**src/rtl/dap_gpio_bank.sv**
```systemverilog
// GPIO bank for the DAP controller: output/enable registers, synchronised inputs,
// sticky edge status with interrupt, and a one-shot timed pulse generator.
module dap_gpio_bank #(
  parameter int unsigned ADDRWIDTH   = 12,
  parameter int unsigned BASE_ADDR   = 0,
  parameter int unsigned GPIO_NUM    = 8,
  parameter int unsigned SYNC_STAGES = 2,
  parameter int unsigned PULSE_W     = 16
) (
  input  logic                 clk,
  input  logic                 resetn,
  input  logic                 ahb_write_en,
  input  logic [ADDRWIDTH-1:0] ahb_addr,
  input  logic [31:0]          ahb_wdata,
  input  logic [3:0]           ahb_byte_strobe,
  output logic [31:0]          ahb_rdata,
  input  logic [GPIO_NUM-1:0]  gpio_i,
  output logic [GPIO_NUM-1:0]  gpio_o,
  output logic [GPIO_NUM-1:0]  gpio_oe,
  output logic                 irq
);

  localparam int unsigned G  = GPIO_NUM;
  localparam int unsigned WA = ADDRWIDTH - 2;
  localparam logic [WA-1:0] BASE_W = WA'(BASE_ADDR >> 2);

  typedef enum logic {IDLE, ACTIVE} state_t;

  // Address decode: wrap-around subtraction folds the lower bound into one compare
  logic [WA-1:0] word_off;
  logic          hit;
  logic [2:0]    reg_sel;
  assign word_off = ahb_addr[ADDRWIDTH-1:2] - BASE_W;
  assign hit      = word_off < WA'(8);
  assign reg_sel  = word_off[2:0];

  logic [31:0] wmask, wd;
  assign wmask = {{8{ahb_byte_strobe[3]}}, {8{ahb_byte_strobe[2]}},
                  {8{ahb_byte_strobe[1]}}, {8{ahb_byte_strobe[0]}}};
  assign wd    = ahb_wdata & wmask;

  logic wr_do, wr_set, wr_clr, wr_oe, wr_st, wr_en, wr_cr;
  assign wr_do  = ahb_write_en && hit && (reg_sel == 3'd0);
  assign wr_set = ahb_write_en && hit && (reg_sel == 3'd1);
  assign wr_clr = ahb_write_en && hit && (reg_sel == 3'd2);
  assign wr_oe  = ahb_write_en && hit && (reg_sel == 3'd3);
  assign wr_st  = ahb_write_en && hit && (reg_sel == 3'd5);
  assign wr_en  = ahb_write_en && hit && (reg_sel == 3'd6);
  assign wr_cr  = ahb_write_en && hit && (reg_sel == 3'd7);

  logic [G-1:0]       do_r, oe_r, rise_st, fall_st, rise_en, fall_en;
  logic [3:0]         cr_ch;
  logic               cr_lvl;
  logic [PULSE_W-1:0] cr_width;
  state_t             state;
  logic [PULSE_W-1:0] cnt;
  logic [3:0]         p_ch;
  logic               p_lvl;

  // PULSE_CR fields as they will be after this cycle's write
  logic [3:0]         ch_new;
  logic               lvl_new;
  logic [15:0]        cr16, width16_new;
  logic [PULSE_W-1:0] width_new;
  logic               start_c;
  assign cr16        = 16'(cr_width);
  assign ch_new      = (wr_cr && ahb_byte_strobe[0]) ? ahb_wdata[3:0] : cr_ch;
  assign lvl_new     = (wr_cr && ahb_byte_strobe[0]) ? ahb_wdata[4] : cr_lvl;
  assign width16_new = {(wr_cr && ahb_byte_strobe[3]) ? ahb_wdata[31:24] : cr16[15:8],
                        (wr_cr && ahb_byte_strobe[2]) ? ahb_wdata[23:16] : cr16[7:0]};
  assign width_new   = PULSE_W'(width16_new);
  assign start_c     = wr_cr && ahb_byte_strobe[1] && ahb_wdata[8] &&
                       ({1'b0, ch_new} < 5'(G));

  // Input synchroniser and edge detect
  logic [G-1:0] sync_q [SYNC_STAGES];
  logic [G-1:0] di, di_d, rise_c, fall_c;
  assign di     = sync_q[SYNC_STAGES-1];
  assign rise_c = di & ~di_d;
  assign fall_c = ~di & di_d;

  always_ff @(posedge clk or negedge resetn) begin
    if (!resetn) begin
      for (int i = 0; i < SYNC_STAGES; i++) sync_q[i] <= '0;
      di_d <= '0;
    end else begin
      sync_q[0] <= gpio_i;
      for (int i = 1; i < SYNC_STAGES; i++) sync_q[i] <= sync_q[i-1];
      di_d <= di;
    end
  end

  logic [G-1:0] w1c_r, w1c_f;
  assign w1c_r = wr_st ? wd[G-1:0] : '0;
  assign w1c_f = wr_st ? wd[16+G-1:16] : '0;

  // Register bank; a hardware edge wins over a same-cycle W1C
  always_ff @(posedge clk or negedge resetn) begin
    if (!resetn) begin
      do_r     <= '0;
      oe_r     <= '0;
      rise_st  <= '0;
      fall_st  <= '0;
      rise_en  <= '0;
      fall_en  <= '0;
      cr_ch    <= '0;
      cr_lvl   <= 1'b0;
      cr_width <= '0;
      irq      <= 1'b0;
    end else begin
      if (wr_do)  do_r <= (do_r & ~wmask[G-1:0]) | wd[G-1:0];
      if (wr_set) do_r <= do_r | wd[G-1:0];
      if (wr_clr) do_r <= do_r & ~wd[G-1:0];
      if (wr_oe)  oe_r <= (oe_r & ~wmask[G-1:0]) | wd[G-1:0];
      if (wr_en) begin
        rise_en <= (rise_en & ~wmask[G-1:0]) | wd[G-1:0];
        fall_en <= (fall_en & ~wmask[16+G-1:16]) | wd[16+G-1:16];
      end
      rise_st  <= (rise_st & ~w1c_r) | rise_c;
      fall_st  <= (fall_st & ~w1c_f) | fall_c;
      cr_ch    <= ch_new;
      cr_lvl   <= lvl_new;
      cr_width <= width_new;
      irq      <= |((rise_st & rise_en) | (fall_st & fall_en));
    end
  end

  // Pulse generator: override lasts exactly 'width' cycles after the START write
  always_ff @(posedge clk or negedge resetn) begin
    if (!resetn) begin
      state <= IDLE;
      cnt   <= '0;
      p_ch  <= '0;
      p_lvl <= 1'b0;
    end else begin
      case (state)
        IDLE: begin
          if (start_c) begin
            state <= ACTIVE;
            p_ch  <= ch_new;
            p_lvl <= lvl_new;
            cnt   <= (width_new == '0) ? PULSE_W'(1) : width_new;
          end
        end
        ACTIVE: begin
          if (cnt == PULSE_W'(1)) begin
            state <= IDLE;
            cnt   <= '0;
          end else begin
            cnt <= cnt - PULSE_W'(1);
          end
        end
        default: state <= IDLE;
      endcase
    end
  end

  logic         busy;
  logic [G-1:0] pmask;
  assign busy    = (state == ACTIVE);
  assign pmask   = busy ? (G'(1) << p_ch) : '0;
  assign gpio_o  = (do_r & ~pmask) | ({G{p_lvl}} & pmask);
  assign gpio_oe = oe_r | pmask;

  always_comb begin
    ahb_rdata = '0;
    if (hit) begin
      case (reg_sel)
        3'd0:    ahb_rdata = 32'(do_r);
        3'd3:    ahb_rdata = 32'(oe_r);
        3'd4:    ahb_rdata = 32'(di);
        3'd5:    ahb_rdata = {16'(fall_st), 16'(rise_st)};
        3'd6:    ahb_rdata = {16'(fall_en), 16'(rise_en)};
        3'd7:    ahb_rdata = {cr16, 6'd0, busy, 1'b0, 3'd0, cr_lvl, cr_ch};
        default: ahb_rdata = '0;
      endcase
    end
  end

  logic unused_bits;
  assign unused_bits = ^{ahb_addr[1:0], ahb_wdata};

endmodule

```
**config.mk**
```make
export PLATFORM = sky130hd
export DESIGN_NAME = dap_gpio_bank
export DESIGN_NICKNAME = d
export VERILOG_FILES = /design/src/rtl/dap_gpio_bank.sv
export SDC_FILE = /design/constraint.sdc
export NUM_CORES = 1
export LEC_CHECK = 0
export ABC_AREA = 1
export CORE_MARGIN = 1
export CORE_UTILIZATION = 35
export DETAILED_ROUTE_END_ITERATION = 10
export PLACE_DENSITY = 0.67
export SYNTH_ARGS = -nofsm -noshare
export SYNTH_HDL_FRONTEND = slang
export SYNTH_SLANG_ARGS = --single-unit
```
**constraint.sdc**
```tcl
create_clock -name clk -period 5.6 [get_ports clk]
set_clock_uncertainty 0.1 [all_clocks]
set_input_delay 1.4 -clock clk [delete_from_list [all_inputs] [get_ports clk]]
set_output_delay 1.4 -clock clk [all_outputs]
set_load 0.01 [all_outputs]
```
==> results of run 1 <==
==> stage by stage <==
stage	power (mW)	utilization, %
floorplan	0.920	-
global placement	0.997	43.0
detailed placement	0.997	43.0
CTS	2.08	46.7
global route	2.12	46.7
finish	2.06	46.7
==> cells in the final DEF, fill, tap and decap left out, types with 4 or more instances in the layout <==
cell / instances
a22oi_1: 9
a31oi_1: 19
nor2_1: 69
clkbuf_16: 17
a221oi_1: 4
nand3_1: 28
xor2_1: 5
o21ai_0: 76
nor3_1: 9
clkdlybuf4s50_1: 90
dfrtp_1: 116
inv_1: 81
buf_4: 9
a21oi_1: 21
o21ai_2: 4
conb_1: 7
clkinv_4: 4
o21ai_1: 9
nand2_1: 217
==> metal layers <==
metal,share of wire (%),routed length [um],up-vias
met1,45,7110,2362
met2,45,7200,237
li1,-,-,2564
met5,0,0,-
met4,1.5,230,0
met3,8.2,1290,17
==> final cells by class <==
cell class	count	share of cell area (%)
clock inverters	14	2.07
multi-input cells	508	32.1
repair buffers	99	13.0
inverters	85	4.29
flip-flops and latches	116	39.0
well taps	216	3.63
clock buffers	18	5.90
==> cells in the mapped netlist <==
cell,number
xnor2_1,1
xor2_1,5
buf_1,1
nand2_2,2
o21bai_1,1
o21ai_1,9
a31oi_1,19
o31ai_1,1
o41ai_1,1
buf_4,9
o21ai_2,4
or2_0,1
buf_2,4
nand4_2,3
nor2_1,69
ha_1,2
nand2_1,217
inv_1,81
a22o_1,1
dfrtp_1,116
nand3_1,28
nand3b_1,2
a41oi_1,1
o22ai_1,1
a221oi_1,4
nor3_2,1
a2111oi_0,1
nand4_1,2
clkbuf_1,13
nor3_1,9
inv_2,3
nor2_2,1
nor4_1,2
clkinv_1,1
a21oi_1,21
nor2_4,2
a22oi_2,1
o21ai_0,76
a22oi_1,9
or2_2,2
conb_1,1
a211oi_1,1
nand3_2,1
==> power breakdown <==
part           switching (mW)  total, mW  leakage (nW)  internal, mW
Clock                   0.408       1.08         0.283         0.670
Sequential            0.00861      0.862          1.42         0.854
Combinational          0.0705      0.120          1.60        0.0498
==> worst reg2reg max path: stages, from the launching register on <==
cell and delay (ps):
dfrtp_1 470, inv_1 350, nor2_1 690, inv_1 300, or2_2 360, a31oi_1 160
==> worst max path at each step <==
| stage | from | cells after the start | endpoint | slack, ps |
|---|---|---|---|---|
| 6_report | ahb_addr[2] | 5 | ahb_rdata[3] | 240 |
| 2_1_floorplan | ahb_addr[3] | 5 | ahb_rdata[2] | 1530 |
| 3_5_place_dp | ahb_addr[2] | 5 | ahb_rdata[2] | 260 |
| 5_1_grt | ahb_addr[2] | 5 | ahb_rdata[23] | 120 |
| 4_1_cts | ahb_addr[2] | 5 | ahb_rdata[2] | 260 |
| 3_3_place_gp | ahb_addr[2] | 5 | ahb_rdata[2] | 260 |
==> logic make-up after synthesis <==
| kind of cell | synth area share (%) |
|---|---|
| AND/OR/NAND/NOR | 24.7 |
| flip-flops | 50.7 |
| AO/OA/AOI/OAI | 15.1 |
| XOR/XNOR | 0.918 |
| buffers and inverters | 8.02 |
| adder cells (fa/ha/maj) | 0.437 |
| other | 0.0655 |
==> results.json, run 1 <==
{
  "synth_cell_type_count": 43,
  "startpoint_type": "input pin",
  "grt_pass1_vias": 4743,
  "finalHoldViolations": 0,
  "layout_worst_path_cycle_share_pct": 95.8,
  "grt-ovfl-total": 0,
  "whs_ps": 246,
  "cts_buffer_depth": 2,
  "setup.worst_path.class": "in -> out",
  "cts_num_sinks": 116,
  "cp_slowest_cell": "o31ai_2",
  "grtUsageMet3_pct": 3.61,
  "regArea_sq_um": 2900,
  "place_congestion": 0.844,
  "fin_cells": 1056,
  "r2r_setup_slack_ps": 3090,
  "worstHoldStart": "sync_q[11]",
  "path_max_fanout": 14,
  "synth-seq-cells": 116,
  "required_ps": 4100,
  "tightest_slew_ps": 1160,
  "ctsRootBufferMaster": "clkbuf_16",
  "wl_per_cell_um": 15.0,
  "synth.area.top_cells": "dfrtp_1, nand2_1, o21ai_0",
  "port_buffers": 91,
  "cp_data_arrival_time_ps": 3860,
  "htree_levels": 4,
  "busiest_layer": "met2",
  "pre_cts_ws_ps": 264,
  "slew_violations": 0,
  "path_cells": "clkdlybuf4s50_1 -> nor2_1 -> o31ai_2 -> a41oi_1 -> clkdlybuf4s50_1",
  "fin_ws_ps": 236,
  "cp_num_buf_inv": 2,
  "use_met1_pct": 27.4,
  "cts_hold_repair.buffers": 0,
  "stdcell_area_sq_um": 7440,
  "worstHoldPathType": "reg -> reg",
  "ff2ff_path_depth": 5,
  "grt_max_degree": 79,
  "setup_viol": 0,
  "ir_drop_v": 0.000229,
  "run_status": "completed",
  "fin_tns_setup_ps": 0,
  "synth-seq-area-share_pct": 50.7,
  "worstHoldPathCells": 0,
  "syn-instance-count": 730,
  "fillerInstances": 1582,
  "synth-warning-count": 0,
  "dp.cells": 1024,
  "die-height_um": 130,
  "p_per_area_nw_per_um2": 277,
  "grt_pass1_wl_mm": 24.9,
  "clk_latency_ps": 420,
  "dieArea_sq_um": 16900,
  "slew_headroom_pct": 21.9,
  "rows": 46,
  "rsz0062_at_grt": "no",
  "syn_to_final_growth_pct": 30.0,
  "drt_wl_total_mm": 15.8,
  "drtPass1Iterations": 6,
  "syn_area_sq_um": 5720,
  "postCtsSetupBuffers": 0,
  "cts_made_buffers": 17,
  "p_leak_nw": 3.30,
  "multi_input_area_sq_um": 2390,
  "clkTransAtPathRegs_ps": 50,
  "dp_hpwl_mm": 11.6,
  "drt-initial-drc-count": 458,
  "syn_avg_cell_area_sq_um": 7.84,
  "grt_usage_pct": 19.9,
  "final_antenna_net_count": 0,
  "cts_tree": "built",
  "initial_utilization_pct": 35.9,
  "post_cts_resized": 0,
  "met2_usage_pct": 31.1,
  "synth_top_area_share_pct": 50.7,
  "timing.rr.end": "cnt[4]",
  "reg2reg_from": "busy",
  "design.core.area_sq_um": 15900,
  "die_w_um": 130,
  "viasPerCell": 4.91,
  "drcViolationCount": 0,
  "pin_count": 108,
  "antenna_found_initial": 0,
  "finalCriticalPeriod_ps": 5360,
  "endpoint_kind": "output port",
  "nets": 888,
  "max_freq_mhz": 186,
  "drive_gt1_share_pct": 7.38,
  "crit_top_cell": "clkdlybuf4s50_1",
  "vias": 5180,
  "postPlaceCellArea_sq_um": 6850,
  "hold_end": "di[3]",
  "max_stage_delay_ps": 970,
  "crit_family": "buffers and inverters",
  "antenna_cells": 0,
  "max_cap_viol_count": 0,
  "yosys.area.top_type": "dfrtp_1"
}
Power figures use the tool's default switching activity.
==> run 2: changes to the inputs <==
- GPL_TIMING_DRIVEN: not set -> 0
==> results.json, run 2 (synthesized netlist as in run 1, its figures left out) <==
{
  "setup_viol": 0,
  "initial_utilization_pct": 35.9,
  "grt-ovfl-total": 0,
  "ctsRootBufferMaster": "clkbuf_16",
  "power.internal_mw": 1.56,
  "p_leak_nw": 3.34,
  "layout_commonest_cell": "nand2_1",
  "endpoint_kind": "output port",
  "cts_buffer_depth": 2,
  "cts_made_buffers": 17,
  "fin_cells": 1074,
  "seq_power_share_pct": 41.8,
  "grt_pass1_wl_mm": 26.0,
  "slew_violations": 0,
  "fin_ws_ps": 62.8,
  "required_ps": 4100,
  "dp.cells": 1042,
  "p_per_area_nw_per_um2": 274,
  "dp_hpwl_mm": 12.4,
  "dieArea_sq_um": 16900,
  "layout_worst_path_cycle_share_pct": 98.9,
  "drt-initial-drc-count": 542,
  "clk_latency_ps": 430,
  "r2r_setup_slack_ps": 3420,
  "worstHoldPathType": "reg -> reg",
  "wl_per_cell_um": 15.5,
  "die-height_um": 130,
  "max_cap_viol_count": 0,
  "hold_end": "di[7]",
  "drtPass1Iterations": 5,
  "cp_data_arrival_time_ps": 4040,
  "fin_tns_setup_ps": 0,
  "port_buffers": 89,
  "pin_count": 108,
  "rsz0062_at_grt": "no",
  "clkTransAtPathRegs_ps": 60,
  "whs_ps": 247,
  "rows": 46,
  "die_w_um": 130,
  "drive_gt1_share_pct": 8.04,
  "switchingPower_uw": 500,
  "max_freq_mhz": 181,
  "power_frac_comb_pct": 6.1,
  "timing.rr.end": "cnt[14]",
  "design_power_total_mw": 2.06,
  "run_status": "completed",
  "final_core_util_pct": 47.2,
  "clkPwrFrac_pct": 52.2,
  "startpoint_type": "input pin",
  "ir_drop_v": 0.000220,
  "stdcell_area_sq_um": 7530,
  "reg2reg_from": "cnt[0]",
  "worstHoldPathCells": 0,
  "setup.worst_path.class": "in -> out",
  "vias": 5242,
  "htree_levels": 4,
  "fillerInstances": 1547,
  "drcViolationCount": 0,
  "syn_to_final_growth_pct": 31.5,
  "cts_tree": "built",
  "finalCriticalPeriod_ps": 5540,
  "regArea_sq_um": 2900,
  "grt_usage_pct": 20.8,
  "final_cell_mix": "nand2_1, dfrtp_1, clkdlybuf4s50_1",
  "pre_cts_ws_ps": -269,
  "cts_hold_repair.buffers": 0,
  "finalHoldViolations": 0,
  "grt_max_degree": 79,
  "multi_input_area_sq_um": 2390,
  "viasPerCell": 4.88,
  "nets": 906,
  "final_antenna_net_count": 0,
  "drt_wl_total_mm": 16.6,
  "antenna_found_initial": 0,
  "design.core.area_sq_um": 15900,
  "swShare_pct": 24.2,
  "worstHoldStart": "sync_q[15]",
  "ff2ff_path_depth": 9,
  "path_max_fanout": 10,
  "antenna_cells": 0,
  "tightest_slew_ps": 806,
  "cts_num_sinks": 116,
  "grt_pass1_vias": 4897,
  "place_congestion": 0.889,
  "postPlaceCellArea_sq_um": 6940,
  "slew_headroom_pct": 45.9
}
==> run 2: cell count changes in the layout (fill, tap and decap cells not counted), moves of 2 or more <==
cell / before / now
clkbuf_2: 0 / 2
clkbuf_1: 0 / 12
clkdlybuf4s50_1: 90 / 88
clkinvlp_4: 3 / 5
buf_2: 0 / 4
==> run 2: per-layer routing <==
layer	vias up	part of all wire, %	GRT usage, %
li1	2590	-	-
met1	2434	46	28.4
met2	190	46	31.9
met3	28	6.4	4.92
met4	0	2.4	8.34
met5	-	0	0
==> run 2: power by group through the flow <==
| stage | combinational [mW] | sequential (mW) | clock, mW |
|---|---|---|---|
| finish | 0.125 | 0.862 | 1.08 |
| global route | 0.138 | 0.864 | 1.13 |
| CTS | 0.126 | 0.862 | 1.08 |
| detailed placement | 0.124 | 0.877 | 0 |
| global placement | 0.122 | 0.877 | 0 |
| floorplan | 0.0445 | 0.875 | 0 |
==> run 2: worst max path at each step <==
| stage | start | to | slack, ps | cells past startpoint |
|---|---|---|---|---|
| floorplan | ahb_addr[3] | ahb_rdata[2] | 1530 | 5 |
| global placement | resetn | sync_q[14] | -1540 | 1 |
| detailed placement | ahb_addr[3] | ahb_rdata[2] | -270 | 7 |
| CTS | ahb_addr[2] | ahb_rdata[2] | 40 | 7 |
| global route | ahb_addr[3] | ahb_rdata[2] | 20 | 7 |
| finish | ahb_addr[3] | ahb_rdata[2] | 60 | 7 |
==> run 2: area by class of cell <==
| class | count | area share, % |
|---|---|---|
| Timing Repair Buffer | 90 | 12.2 |
| Tap cell | 216 | 3.59 |
| Multi-Input combinational cell | 508 | 31.7 |
| Clock inverter | 14 | 2.06 |
| Buffer | 27 | 1.89 |
| Clock buffer | 18 | 5.70 |
| Inverter | 85 | 4.24 |
| Sequential cell | 116 | 38.6 |
==> run 2: worst max-delay path, stage by stage <==
cell             delay (ps)
clkdlybuf4s50_1         630
inv_1                   140
nor3_2                  490
clkbuf_2                350
a22oi_1                 110
a31oi_1                 320
clkdlybuf4s50_1         600
==> run 2: timing repair <==
item | in CTS | in global routing
endpoints found under the setup margin | 10 | 7
resized for setup | 2 | 2
setup buffers | 0 | 0
pin swaps | 0 | 0
cloned | 0 | 0
